File: src/rtl/dbus_timer.sv
// dbus_timer: memory-mapped machine timer on the data bus.
// 64-bit prescaled mtime, 64-bit mtimecmp, registered level interrupt.
// Reads have the same 1-cycle latency as the data memory.
module dbus_timer #(
   parameter logic [31:0] BASE_ADDR    = 32'h0000_8000,
   parameter logic [7:0]  PRESCALE_RST = 8'd0
) (
   input  logic        i_Clk,
   input  logic        i_Rstn,
   input  logic        i_ReadEn,
   input  logic        i_WriteEn,
   input  logic [31:0] i_Addr,
   input  logic [31:0] i_WriteData,
   output logic [31:0] o_ReadData,
   output logic        o_Irq
);

   localparam logic [2:0] OFF_MTIME_LO = 3'd0;
   localparam logic [2:0] OFF_MTIME_HI = 3'd1;
   localparam logic [2:0] OFF_CMP_LO   = 3'd2;
   localparam logic [2:0] OFF_CMP_HI   = 3'd3;
   localparam logic [2:0] OFF_CTRL     = 3'd4;
   localparam logic [2:0] OFF_STATUS   = 3'd5;

   logic [63:0] mtime;
   logic [63:0] mtimecmp;
   logic        en;
   logic        ie;
   logic [7:0]  presc;
   logic [7:0]  pcnt;
   logic [31:0] hi_shadow;
   logic [31:0] rd_val;

   logic        sel;
   logic [2:0]  off;
   logic        wr;
   logic        rd;
   logic        tick;
   logic        cmp_hit;
   logic        unused_addr;

   // Byte lanes are not supported; the low address bits carry no meaning.
   assign unused_addr = ^i_Addr[1:0];

   assign sel     = (i_Addr[31:5] == BASE_ADDR[31:5]);
   assign off     = i_Addr[4:2];
   assign wr      = i_WriteEn & sel;
   assign rd      = i_ReadEn & sel;
   assign tick    = en & (pcnt == presc);
   assign cmp_hit = (mtime >= mtimecmp);

   // Register read mux; values are taken before any same-cycle write lands.
   always_comb begin
      rd_val = '0;
      case (off)
         OFF_MTIME_LO: rd_val = mtime[31:0];
         OFF_MTIME_HI: rd_val = hi_shadow;
         OFF_CMP_LO:   rd_val = mtimecmp[31:0];
         OFF_CMP_HI:   rd_val = mtimecmp[63:32];
         OFF_CTRL:     rd_val = {16'h0000, presc, 6'b000000, ie, en};
         OFF_STATUS:   rd_val = {31'h0, cmp_hit};
         default:      rd_val = '0;
      endcase
   end

   // mtime: bus writes take priority over (and discard) a pending increment.
   always_ff @(posedge i_Clk or negedge i_Rstn) begin
      if (!i_Rstn) begin
         mtime <= '0;
      end else if (wr && off == OFF_MTIME_LO) begin
         mtime[31:0] <= i_WriteData;
      end else if (wr && off == OFF_MTIME_HI) begin
         mtime[63:32] <= i_WriteData;
      end else if (tick) begin
         mtime <= mtime + 64'd1;
      end
   end

   // Prescale counter: runs while enabled, restarts on every CTRL write.
   always_ff @(posedge i_Clk or negedge i_Rstn) begin
      if (!i_Rstn) begin
         pcnt <= '0;
      end else if (wr && off == OFF_CTRL) begin
         pcnt <= '0;
      end else if (en) begin
         pcnt <= tick ? 8'd0 : pcnt + 8'd1;
      end
   end

   // Compare and control registers.
   always_ff @(posedge i_Clk or negedge i_Rstn) begin
      if (!i_Rstn) begin
         mtimecmp <= '1;
         en       <= 1'b0;
         ie       <= 1'b0;
         presc    <= PRESCALE_RST;
      end else if (wr) begin
         case (off)
            OFF_CMP_LO: mtimecmp[31:0]  <= i_WriteData;
            OFF_CMP_HI: mtimecmp[63:32] <= i_WriteData;
            OFF_CTRL: begin
               en    <= i_WriteData[0];
               ie    <= i_WriteData[1];
               presc <= i_WriteData[15:8];
            end
            default: ;
         endcase
      end
   end

   // Read data and hi-shadow; a LO read snapshots HI so LO-then-HI is coherent.
   always_ff @(posedge i_Clk or negedge i_Rstn) begin
      if (!i_Rstn) begin
         o_ReadData <= '0;
         hi_shadow  <= '0;
      end else if (rd) begin
         o_ReadData <= rd_val;
         if (off == OFF_MTIME_LO)
            hi_shadow <= mtime[63:32];
      end else if (i_ReadEn) begin
         o_ReadData <= '0;
      end
   end

   // Interrupt is a registered view of the compare, one cycle behind state.
   always_ff @(posedge i_Clk or negedge i_Rstn) begin
      if (!i_Rstn)
         o_Irq <= 1'b0;
      else
         o_Irq <= ie & cmp_hit;
   end

endmodule

File: config.mk
export PLATFORM = sky130hd
export DESIGN_NAME = dbus_timer
export DESIGN_NICKNAME = d
export VERILOG_FILES = /design/src/rtl/dbus_timer.sv
export SDC_FILE = /design/constraint.sdc
export NUM_CORES = 1
export LEC_CHECK = 0
export CAP_MARGIN = 5
export CORE_MARGIN = 1.5
export CORE_UTILIZATION = 59
export CTS_CLUSTER_DIAMETER = 200
export DETAILED_ROUTE_END_ITERATION = 16
export GPL_ROUTABILITY_DRIVEN = 1
export GPL_TIMING_DRIVEN = 0
export PLACE_DENSITY = 0.81
export RECOVER_POWER = 50
export SLEW_MARGIN = 25
export SYNTH_ARGS = -nofsm -noshare
export SYNTH_HDL_FRONTEND = slang
export SYNTH_SLANG_ARGS = --single-unit
File: constraint.sdc
create_clock -name i_Clk -period 2.65 [get_ports i_Clk]
set_input_delay 0.3975 -clock i_Clk [delete_from_list [all_inputs] [get_ports i_Clk]]
set_output_delay 0.3975 -clock i_Clk [all_outputs]
set_load 0.05 [all_outputs]
# --- Word-level counts from Yosys, hierarchy flattened ---
# Cells that the tools add are included.
word_totals:
  out_inout_bits: 33
  in_bits: 68
  regBits: 211
  word_cells: 51
op_classes:
  n_bitwise: 5
  mux: 10
  n_lt_le_gt_ge: 1
  add_sub_neg: 2
  n_eq_ne: 8
  reduce_logical: 14
ops:
  columns: ["op", "count"]
  rows:
  - ["$pmux W32 S6", 1]
  - ["$mux W32", 5]
  - ["$add A64 B1 Y64 const B", 1]
  - ["$ge A64 B64 Y1", 1]
  - ["$mux W64", 1]
  - ["$eq A27 B11 Y1 const B", 1]
  - ["$mux W8", 3]
  - ["$reduce_and A2 Y1", 6]
  - ["$add A8 B1 Y8 const B", 1]
  - ["$eq A8 B8 Y1", 1]
  - ["$reduce_bool A2 Y1", 4]
  - ["$eq A3 B2 Y1 const B", 2]
  - ["$eq A3 B3 Y1 const B", 2]
  - ["$and A1 B1 Y1", 4]
  - ["$eq A3 B1 Y1 const B", 1]
  - ["$logic_and A1 B1 Y1", 3]
  - ["$logic_not A3 Y1", 1]
  - ["$ne A2 B2 Y1 const B", 1]
  - ["$not A1 Y1", 1]

# --- Logic depth before layout (Yosys ltp) ---
# Gate-level depths: netlist of the first run.
logic_depth:
  depth_word: 5
  depth_mapped: 10
  mapped_depth_nobuf: 8

# --- Worst setup path after synthesis of the first run ---
# Ideal clock, no wire load.
synth_path:
  kind: "register -> register"
  from: "register pcnt[5]"
  to: "register mtime[50]"
  t_required_ps: 2524
  setup_slack_ps: 336
  path_buffers: 0
  synth_period_minus_slack_ps: 2314
  t_arrival_ps: 2188
  stages_incl_launch_ff: 7
  setup_time_ps: 126
  cell_sequence: "dfrtp_1 > xor2_1 > nor4_2 > nand3_1 > or4_1 > a21o_1 > a221o_1"
synth_between:
  elab_chain_cells: 4
synth_lines:
  columns: ["item", "line", "rtl"]
  rows:
  - ["start: declaration", "30", "logic [7:0] pcnt;"]
  - ["start signal: assignment", "86", "pcnt <= tick ? 8'd0 : pcnt + 8'd1;"]
  - ["$eq A8 B8 Y1", "49", "assign tick = en & (pcnt == presc);"]
  - ["$and A1 B1 Y1", "49", null]
  - ["$reduce_bool A2 Y1 (no source line)", null, null]
  - ["$reduce_and A2 Y1 (no source line)", null, null]
  - ["end signal: assignment", "73", "mtime[63:32] <= i_WriteData;"]
  - ["end signal: assignment", "75", "mtime <= mtime + 64'd1;"]
  - ["end: declaration", "25", "logic [63:0] mtime;"]
# No other way between the ends.
# A chain may end at the register's enable or synchronous reset.

# --- Final worst setup path of the first run ---
layout_path:
  from: "register mtime[0]"
  to: "register mtime[50]"
layout_between:
  elab_chain_cells: 3
layout_lines:
  columns: ["item", "line", "rtl"]
  rows:
  - ["start signal: assignment", "71", "mtime[31:0] <= i_WriteData;"]
  - ["start signal: assignment", "75", null]
  - ["$add A64 B1 Y64", "75", null]
  - ["$mux W64", "74", "end else if (tick) begin"]
  - ["$mux W32", "72", "end else if (wr && off == OFF_MTIME_HI) begin"]
# No other way between the ends. The select of a mux whose other input is x is not followed.

==> run metrics, run 1 <==
Clock Sinks 211; Min Hold Slack roughly 510 ps; register share of total power 44.9%; antenna diode count 0; final net count 1583; run status finished clean; fraction of final layout cells sized beyond drive strength 1 15.6%; cell-internal power approximately 0.0056 W; startpoint types flip-flop; first-pass GRT wire length 61700 um; Post-Syn Instances 1312; DRT iter0 DRCs 1331; per-cell routed wire length 23.5 um; max-capacitance violation count 0; Clock Tree Root sky130_fd_sc_hd__clkbuf_16; Warnings, synthesis 0; CTS tree built; chip width 147 um; Min-Delay Path Depth 1; final clock skew 8.92 ps; Yosys top cell area share a little under a third; number of enable flip-flop cells after synthesis 0; total wirelength of the detailed-routed design 40900 um; top-count cell post-synth sky130_fd_sc_hd__dfrtp_1; final setup fails 0; Final ANT Viol Nets 0; cell count of the worst reg-to-reg path 7; Boundary Pins 101; required arrival time at the worst endpoint about 3100 ps; reg-to-reg critical path startpoint mtime[0]; worst-margin pin slew 1240 ps; die extent in y between 100 and 150 um; Post-synth top flop sky130_fd_sc_hd__dfrtp_1; total standard cell area after synthesis approximately 0.012 mm^2; worst vdd rail ir drop between 0.0003 and 0.0004 V; period utilisation layout 98.1%; pin count of the biggest net entering global routing 86; detail-routed via count per cell 6.62; peak clock frequency supported by timing 385 MHz; worst skew pair latency 530 ps; Final Total Pwr 0.00719 W; post-route setup slack roughly 50 ps; number of hold-slack violations in the final timing report 0; Max stage delay on crit path 570 ps; total of flip-flops plus latches after synthesis 211; post-route minimum period 2600 ps; Hold/Removal Path Class flip-flop to flip-flop; power per cell area 492 mW/mm^2; area of placed instances about 0.014 mm^2; largest cells by area after synthesis sky130_fd_sc_hd__dfrtp_1, sky130_fd_sc_hd__dfstp_2, sky130_fd_sc_hd__ha_1; crit path DAT 3010 ps; initial antenna violation count 0; worst hold path endpoint hi_shadow[28]; launch point of the worst hold path hi_shadow[28]; Initial Util 60.2%; maximum clock path buffer count 3; LEAKAGE a little under 7 nW; Post-Synthesis Mean Instance Area 9.28 um^2; Total GRT Usage 37.4%; switching share of power 22.0%; Crit Reg-Reg Endpoint mtime[50]; maximum fanout along the worst path 6; remaining global-route overflow 0; tightest slew margin relative to the limit 17.6%; Placement Rows 52; final design instance area without fill 0.0146 mm^2; post-synth top area cell sky130_fd_sc_hd__dfrtp_1; async set or reset register ratio after synthesis 100%; first-pass iteration count of the detailed router 6; P&R area growth vs syn 20.1%; classification of the worst setup path flip-flop to flip-flop; fraction of power consumed by combinational cells 5.1%; Placer Congestion about 1; floorplan die area about 0.022 mm^2; H-tree depth reported by CTS 1; Std-Cell Core Area 0.0202 mm^2; post-DP HPWL 29200 um; number of clock buffers inserted by TritonCTS 24; ordered list of cells on the worst path ha_1 > nand3_1 > nor2_1 > nand4_4 > or4_1 > a21o_1 > a221o_1; total of buffers placed on input and output ports 94; CP endpoint kind flip-flop; clock group share of total power 50.0%; number of global-route vias before repair 11000; critical path's slowest cell sky130_fd_sc_hd__or4_1; most used standard cells in the synthesized netlist sky130_fd_sc_hd__dfrtp_1, sky130_fd_sc_hd__nand2_1, sky130_fd_sc_hd__o21ai_0; via count between 10000 and 15000; source of the critical timing path mtime[0]; detailed-route DRC error count 0; placement-stage worst setup slack -956 ps; share of synthesized area occupied by flip-flops and latches 44.0%; clock edge transition at the registers on the reported setup and hold paths 60 ps; Synth Net Count 1446; number of distinct library cell variants in the gate-level netlist after synthesis 65; register-to-register setup slack 50 ps; core occupancy in the finished layout 72.3%; switching power total 0.00159 W; max-slew violation count 0
-- layout by cell type, fill, tap and decap left out, types with 13 or more instances in the layout --
| master | instances |
|---|---|
| sky130_fd_sc_hd__a21o_1 | 14 |
| sky130_fd_sc_hd__a21oi_1 | 72 |
| sky130_fd_sc_hd__a221oi_1 | 23 |
| sky130_fd_sc_hd__a22o_1 | 26 |
| sky130_fd_sc_hd__buf_2 | 15 |
| sky130_fd_sc_hd__buf_4 | 17 |
| sky130_fd_sc_hd__clkbuf_1 | 50 |
| sky130_fd_sc_hd__clkbuf_16 | 25 |
| sky130_fd_sc_hd__clkbuf_2 | 13 |
| sky130_fd_sc_hd__clkdlybuf4s50_1 | 80 |
| sky130_fd_sc_hd__dfrtp_1 | 145 |
| sky130_fd_sc_hd__dfstp_2 | 64 |
| sky130_fd_sc_hd__dlygate4sd3_1 | 14 |
| sky130_fd_sc_hd__ha_1 | 66 |
| sky130_fd_sc_hd__inv_1 | 115 |
| sky130_fd_sc_hd__mux2_2 | 42 |
| sky130_fd_sc_hd__mux2i_1 | 13 |
| sky130_fd_sc_hd__nand2_1 | 140 |
| sky130_fd_sc_hd__nand3_1 | 37 |
| sky130_fd_sc_hd__nand4_1 | 30 |
| sky130_fd_sc_hd__nor2_1 | 37 |
| sky130_fd_sc_hd__nor3_1 | 20 |
| sky130_fd_sc_hd__nor4_1 | 21 |
| sky130_fd_sc_hd__o21ai_0 | 132 |
| sky130_fd_sc_hd__o22ai_1 | 37 |
| sky130_fd_sc_hd__xnor2_1 | 15 |
| sky130_fd_sc_hd__xor2_1 | 13 |
-- worst max-delay path, delay by kind of cell, from the launching register on --
family / cells / cell delay (ps)
simple gates: 4 / 1310
flops: 1 / 460
compound gates: 2 / 490
fa+ha+maj: 1 / 210
-- layer usage --
layer	up-vias	share of wire (%)	routed length, um	GRT usage (%)
met4	0	5.0	2050	17.9
met3	145	12	4710	9.94
met5	-	0	0	0
li1	5071	-	-	-
met2	745	44	18000	56.4
met1	5532	39	16100	50.3
-- what timing repair did --
action                                  CTS  global route
hold buffers                              1             0
gates resized for setup                  19            25
endpoints found under the setup margin  166           124
hold endpoints to repair                 29             0
pin swaps                                 4             6
buffers inserted                          9             7
-- worst max path at each step --
| stage | end | slack (ps) |
|---|---|---|
| floorplan | mtime[50] | 340 |
| CTS | hi_shadow[20] | -20 |
| global placement | hi_shadow[20] | -7620 |
| detailed placement | mtimecmp[28] | -960 |
| finish | mtime[50] | 50 |
| global route | mtime[50] | -40 |
-- power by group through the flow --
stage / sequential, W / clock (W) / combinational (W)
floorplan: 0.00329 / 0 / 0.000109
global placement: 0.00329 / 0 / 0.000348
detailed placement: 0.00329 / 0 / 0.000363
CTS: 0.00323 / 0.00360 / 0.000365
global route: 0.00323 / 0.00373 / 0.000390
finish: 0.00323 / 0.00360 / 0.000366
-- logic make-up (layout without fill, tap and decap cells) --
| family | Yosys count | in the layout | share of synthesized area [%] |
|---|---|---|---|
| compound gates | 390 | 390 | 20.6 |
| xor+xnor | 28 | 28 | 2.01 |
| fa+ha+maj | 66 | 66 | 6.78 |
| buf+inv | 196 | 351 | 6.21 |
| flops | 211 | 211 | 44.0 |
| mux | 56 | 56 | 5.14 |
| simple gates | 365 | 365 | 15.2 |
-- stage by stage --
stage	TNS (ps)	std cells
finish	0	1737
global placement	-1548010	1676
global route	-75.6	1737
floorplan	0	1312
CTS	-271	1731
detailed placement	-125470	1678
-- registers in the layout (all words and copies together), names as in the netlist --
name,flops
ie,1
o_Irq,1
mtimecmp,64
en,1
presc,8
pcnt,8
hi_shadow,32
o_ReadData,32
mtime,64
-- area by class of cell --
| cell class | count | area, um^2 |
|---|---|---|
| multi-input combinational | 905 | 6180 |
| timing repair buffer | 113 | 1110 |
| sequential | 211 | 5360 |
| inverter | 115 | 432 |
| fill | 1495 | 5610 |
| clock buffer | 38 | 754 |
| clock inverter | 6 | 105 |
| buffer | 79 | 342 |
| tap | 270 | 338 |
Power figures use the tool's default switching activity.
==> run 2, diff against run 1 <==
Settings changed: SETUP_SLACK_MARGIN set to 0.15.
==> run metrics, run 2 (same netlist as run 1, synthesis figures left out) <==
run status finished clean; critical path's slowest cell sky130_fd_sc_hd__or4_1; Boundary Pins 101 (unchanged); post-layout instance count excluding filler cells 1749 (+0.69%); max-slew violation count 0 (unchanged); total wirelength of the detailed-routed design 41000 um (+0.41%); Crit Reg-Reg Endpoint mtime[50]; initial antenna violation count 0 (unchanged); final clock skew 14.9 ps (+5.98 ps); Clock Tree Root sky130_fd_sc_hd__clkbuf_16; Clock Sinks 211 (unchanged); final net count 1595 (+0.76%); cell-internal power 0.00561 W (about the same); max layer used met4; peak clock frequency supported by timing 390 MHz (+1.5%); H-tree depth reported by CTS 1 (unchanged); first-pass iteration count of the detailed router 6 (unchanged); worst vdd rail ir drop 0.000399 V (+0.38%); worst hold path endpoint hi_shadow[28]; via count 11600 (+0.52%); Total GRT Usage 37.7% (+0.26 points); number of hold-slack violations in the final timing report 0 (unchanged); post-route setup slack 86.8 ps (+37.2 ps); LEAKAGE 7.06 nW (+1.5%); classification of the worst setup path flip-flop to flip-flop; pin count of the biggest net entering global routing 86 (unchanged); clock group share of total power 50.0% (about the same); final design instance area without fill 0.0148 mm^2 (+1.4%); post-route minimum period 2560 ps (-37.2 ps); reg-to-reg critical path startpoint mtime[1]; placement-stage worst setup slack -956 ps (unchanged); top flop regs mtime x64, mtimecmp x64; switching power total 0.00159 W (+0.26%); RSZ-0062 raised after global routing true; floorplan die area 0.0215 mm^2 (unchanged); chip width 147 um (unchanged); fillcell total 1471 (-1.6%); maximum clock path buffer count 3 (unchanged); max-capacitance violation count 0 (unchanged); worst skew pair latency 530 ps (about the same); P&R area growth vs syn 21.7%; tightest slew margin relative to the limit 14.0% (-3.6 points); power per cell area 486 mW/mm^2 (-1.3%); number of clock buffers inserted by TritonCTS 24 (unchanged); launch point of the worst hold path hi_shadow[28]; CP endpoint kind flip-flop; worst-margin pin slew 1280 ps (+43.5 ps); Min Hold Slack 508 ps (-0.468 ps); detailed-route DRC error count 0 (unchanged); Min-Delay Path Depth 1 (unchanged); register share of total power 44.9% (about the same); fraction of final layout cells sized beyond drive strength 1 18.0% (+2.4 points); remaining global-route overflow 0 (unchanged); Initial Util 60.2% (unchanged); total of buffers placed on input and output ports 94 (unchanged); Final ANT Viol Nets 0 (unchanged); fraction of power consumed by combinational cells 5.1% (about the same); kind of cell adding the most delay to the critical path simple AND/OR/NAND/NOR gates; required arrival time at the worst endpoint 3050 ps (about the same); Max stage delay on crit path 570 ps (about the same); area of placed instances 0.0135 mm^2 (unchanged); per-cell routed wire length 23.5 um (-0.28%); detail-routed via count per cell 6.61 (-0.17%); final setup fails 0 (unchanged); wl on met1 16000 um (-0.47%); startpoint types flip-flop; most common cell after layout, fill and taps aside sky130_fd_sc_hd__nand2_1; CTS tree built; ordered list of cells on the worst path ha_1 > nand3_1 > nor2_1 > nand4_4 > or4_1 > a21o_1 > a221o_1; antenna diode count 0 (unchanged); clock edge transition at the registers on the reported setup and hold paths 60 ps (about the same); register-to-register setup slack 90 ps (+40 ps); Met2 Routed Length 18000 um (-0.27%); number of placed cells counting well taps 1678 (unchanged); number of global-route vias before repair 11100 (+0.65%); DRT iter0 DRCs 1341 (+0.75%); maximum fanout along the worst path 6 (unchanged); Placement Rows 52 (unchanged); met3 layer wire length in the routed design 4840 um (+2.6%); switching share of power 22.1% (+0.044 points); first-pass GRT wire length 62100 um (+0.63%); buffering stage count on the worst path with inverters included 0 (unchanged); cell count of the worst reg-to-reg path 7 (unchanged); commonest non-fill, non-tap cells in the layout sky130_fd_sc_hd__nand2_1, sky130_fd_sc_hd__dfrtp_1, sky130_fd_sc_hd__o21ai_0; period utilisation layout 96.7% (-1.4 points); Placer Congestion 1.00 (unchanged); die extent in y 147 um (unchanged); crit path DAT 2970 ps (-40 ps); Hold/Removal Path Class flip-flop to flip-flop; post-DP HPWL 29200 um (unchanged); Std-Cell Core Area 0.0202 mm^2 (unchanged)
[run 2: cell type report]
type,count,area (um^2),area share (%)
clock buffer,38,754,5.09
inverter,115,432,2.91
timing repair buffer,123,1180,7.99
buffer,81,409,2.76
sequential,211,5370,36.2
tap,270,338,2.28
multi-input combinational,905,6230,42.0
clock inverter,6,105,0.709
[run 2: worst max-delay path by stage]
stage,slack (ps),cells past startpoint,from,end
global placement,-7620,1,i_Rstn,hi_shadow[20]
floorplan,340,6,pcnt[5],mtime[50]
detailed placement,-960,10,i_Addr[16],mtimecmp[28]
global route,-70,7,mtime[1],mtime[50]
CTS,100,6,pcnt[5],mtime[50]
finish,90,7,mtime[1],mtime[50]
[run 2: through the flow]
stage               power (W)  util, %   TNS, ps
CTS                   0.00720     72.3         0
global placement      0.00363     66.5  -1548010
detailed placement    0.00365     66.8   -125470
floorplan             0.00339        -         0
finish                0.00720     73.2         0
global route          0.00736     73.2     -65.7
[run 2: power by group through the flow]
stage,sequential (W),clock (W),combinational [W]
final,0.00323,0.00360,0.000366
after global routing,0.00323,0.00374,0.000391
after CTS,0.00323,0.00360,0.000366
after detailed placement,0.00329,0,0.000363
after global placement,0.00329,0,0.000348
after floorplan,0.00329,0,0.000109
[run 2: layer usage]
layer / vias to the layer above / GRT usage, %
met1: 5493 / 50.9
li1: 5101 / -
met3: 182 / 9.56
met4: 0 / 16.9
met2: 777 / 57.4
met5: - / 0
[run 2: timing repair]
item | in CTS | in global routing
resized for setup | 48 | 53
setup endpoints to repair | 168 | 125
hold endpoints to repair | 29 | 0
buffers inserted | 14 | 12
pin swaps | 10 | 10
hold buffers | 1 | 0
==> run 3, diff against run 2 <==
Settings changed: CAP_MARGIN 5 to not set, GPL_TIMING_DRIVEN 0 to not set.
==> run metrics, run 3 (same netlist as run 1, synthesis figures left out) <==
required arrival time at the worst endpoint 3060 ps (about the same); wl on met1 14800 um (-7.4%); P&R area growth vs syn 24.4%; floorplan die area 0.0215 mm^2 (unchanged); worst vdd rail ir drop 0.000453 V (+14%); reg-to-reg critical path startpoint mtimecmp[23]; initial antenna violation count 0 (unchanged); run status finished clean; cell count of the worst reg-to-reg path 8 (+1); maximum fanout along the worst path 3 (-3); total negative slack 0 ps (unchanged); Clock Tree Root sky130_fd_sc_hd__clkbuf_16; H-tree depth reported by CTS 1 (unchanged); sequential standard cell area 0.00537 mm^2 (about the same); Placement Rows 52 (unchanged); first-pass iteration count of the detailed router 6 (unchanged); register-to-register setup slack 160 ps (+70 ps); post-DP HPWL 26600 um (-9.1%); Boundary Pins 101 (unchanged); Placer Congestion 0.939 (-6.1%); worst-margin pin slew 1350 ps (+73.3 ps); number of global-route vias before repair 11100 (+0.15%); fraction of final layout cells sized beyond drive strength 1 20.7% (+2.7 points); most common cell after layout, fill and taps aside sky130_fd_sc_hd__dfrtp_1; max-slew violation count 0 (unchanged); chip width 147 um (unchanged); LEAKAGE 7.20 nW (+2.0%); worst skew pair latency 530 ps (about the same); Clock Sinks 211 (unchanged); first-pass GRT wire length 59300 um (-4.5%); maximum clock path buffer count 3 (unchanged); per-cell routed wire length 21.0 um (-11%); core occupancy in the finished layout 74.9% (+1.7 points); commonest non-fill, non-tap cells in the layout sky130_fd_sc_hd__dfrtp_1, sky130_fd_sc_hd__nand2_1, sky130_fd_sc_hd__o21ai_0; startpoint types flip-flop; post-route minimum period 2490 ps (-68.6 ps); die extent in y 147 um (unchanged); Final ANT Viol Nets 0 (unchanged); final clock skew 18.4 ps (+3.51 ps); total wirelength of the detailed-routed design 37000 um (-9.9%); period utilisation layout 94.1% (-2.6 points); power per cell area 462 mW/mm^2 (-5.0%); peak clock frequency supported by timing 401 MHz (+2.7%); antenna diode count 0 (unchanged); max-capacitance violation count 0 (unchanged); fillcell total 1395 (-5.2%); Crit Reg-Reg Endpoint o_Irq; Initial Util 60.2% (unchanged); number of hold-slack violations in the final timing report 0 (unchanged); max layer used met4; classification of the worst setup path flip-flop to flip-flop; detailed-route DRC error count 0 (unchanged); top flop regs mtime x64, mtimecmp x64; final net count 1610 (+0.94%); clock edge transition at the registers on the reported setup and hold paths 60 ps (about the same); number of clock buffers inserted by TritonCTS 24 (unchanged); crit path DAT 2910 ps (-60 ps); final setup fails 0 (unchanged); RSZ-0062 raised after global routing true; Total GRT Usage 34.6% (-3.1 points); tightest slew margin relative to the limit 9.82% (-4.2 points); Std-Cell Core Area 0.0202 mm^2 (unchanged); Hold/Removal Path Class primary input to asynchronous set/reset pin; DRT iter0 DRCs 1398 (+4.3%); CP endpoint kind flip-flop; pin count of the biggest net entering global routing 78 (-9.3%); total of buffers placed on input and output ports 98 (+4.3%); met3 layer wire length in the routed design 3470 um (-28%); detail-routed via count per cell 6.42 (-2.8%); CTS tree built; via count 11300 (-2.0%); Met2 Routed Length 17400 um (-3.2%); multi-input logic area 0.00621 mm^2 (-0.22%); remaining global-route overflow 0 (unchanged)
-- run 3: what timing repair did --
action,in CTS,in global routing
gates cloned,0,0
pin swaps,0,13
hold buffers,1,0
resized for setup,1,25
endpoints found under the hold margin,56,0
setup endpoints to repair,2,29
buffers inserted,0,8
-- run 3: power by group --
group / internal (W) / switching, W
clock: 0.00203 / 0.00135
combinational: 0.000160 / 0.000219
sequential: 0.00323 / 0.00000223
total: 0.00542 / 0.00157
-- run 3: through the flow --
step / std cells / total power, W / area (um^2) / setup slack (ps) / hold WS, ps
CTS: 1756 / 0.00703 / 15000 / 160 / 499
floorplan: 1312 / 0.00339 / 12200 / 336 / 102
finish: 1764 / 0.00700 / 15200 / 155 / 464
global route: 1764 / 0.00716 / 15200 / 72.4 / 517
global placement: 1711 / 0.00366 / 14200 / -64.0 / 482
detailed placement: 1711 / 0.00367 / 14200 / -77.6 / 481
-- run 3: critical path, stage by stage, from the launching register on --
cell                      delay, ps
sky130_fd_sc_hd__dfstp_2        530
sky130_fd_sc_hd__inv_1           50
sky130_fd_sc_hd__ha_1           320
sky130_fd_sc_hd__a21oi_2        150
sky130_fd_sc_hd__o21ai_1        110
sky130_fd_sc_hd__a221o_1        370
sky130_fd_sc_hd__o311a_1        390
sky130_fd_sc_hd__a211o_1        270
sky130_fd_sc_hd__o21a_1         180
-- run 3: metal layers --
layer	up-vias	global-route usage [%]
met3	116	6.00
li1	5115	-
met1	5482	47.4
met4	0	12.9
met2	613	55.2
met5	-	0
-- run 3: how the worst max path moves through the flow --
stage,start,endpoint,slack [ps]
2_1_floorplan,pcnt[5],mtime[50],340
3_3_place_gp,i_Addr[16],mtime[30],-60
3_5_place_dp,i_Addr[12],mtime[17],-80
4_1_cts,mtimecmp[21],o_Irq,160
5_1_grt,i_Addr[16],pcnt[1],70
6_report,mtimecmp[23],o_Irq,160
-- run 3: area by class of cell --
cell class                 instances  area share (%)
timing repair buffer             219            13.3
sequential                       211            35.4
clock buffer                      37            4.69
tap                              270            2.23
multi-input combinational        905            41.0
inverter                         115            2.85
clock inverter                     7           0.578
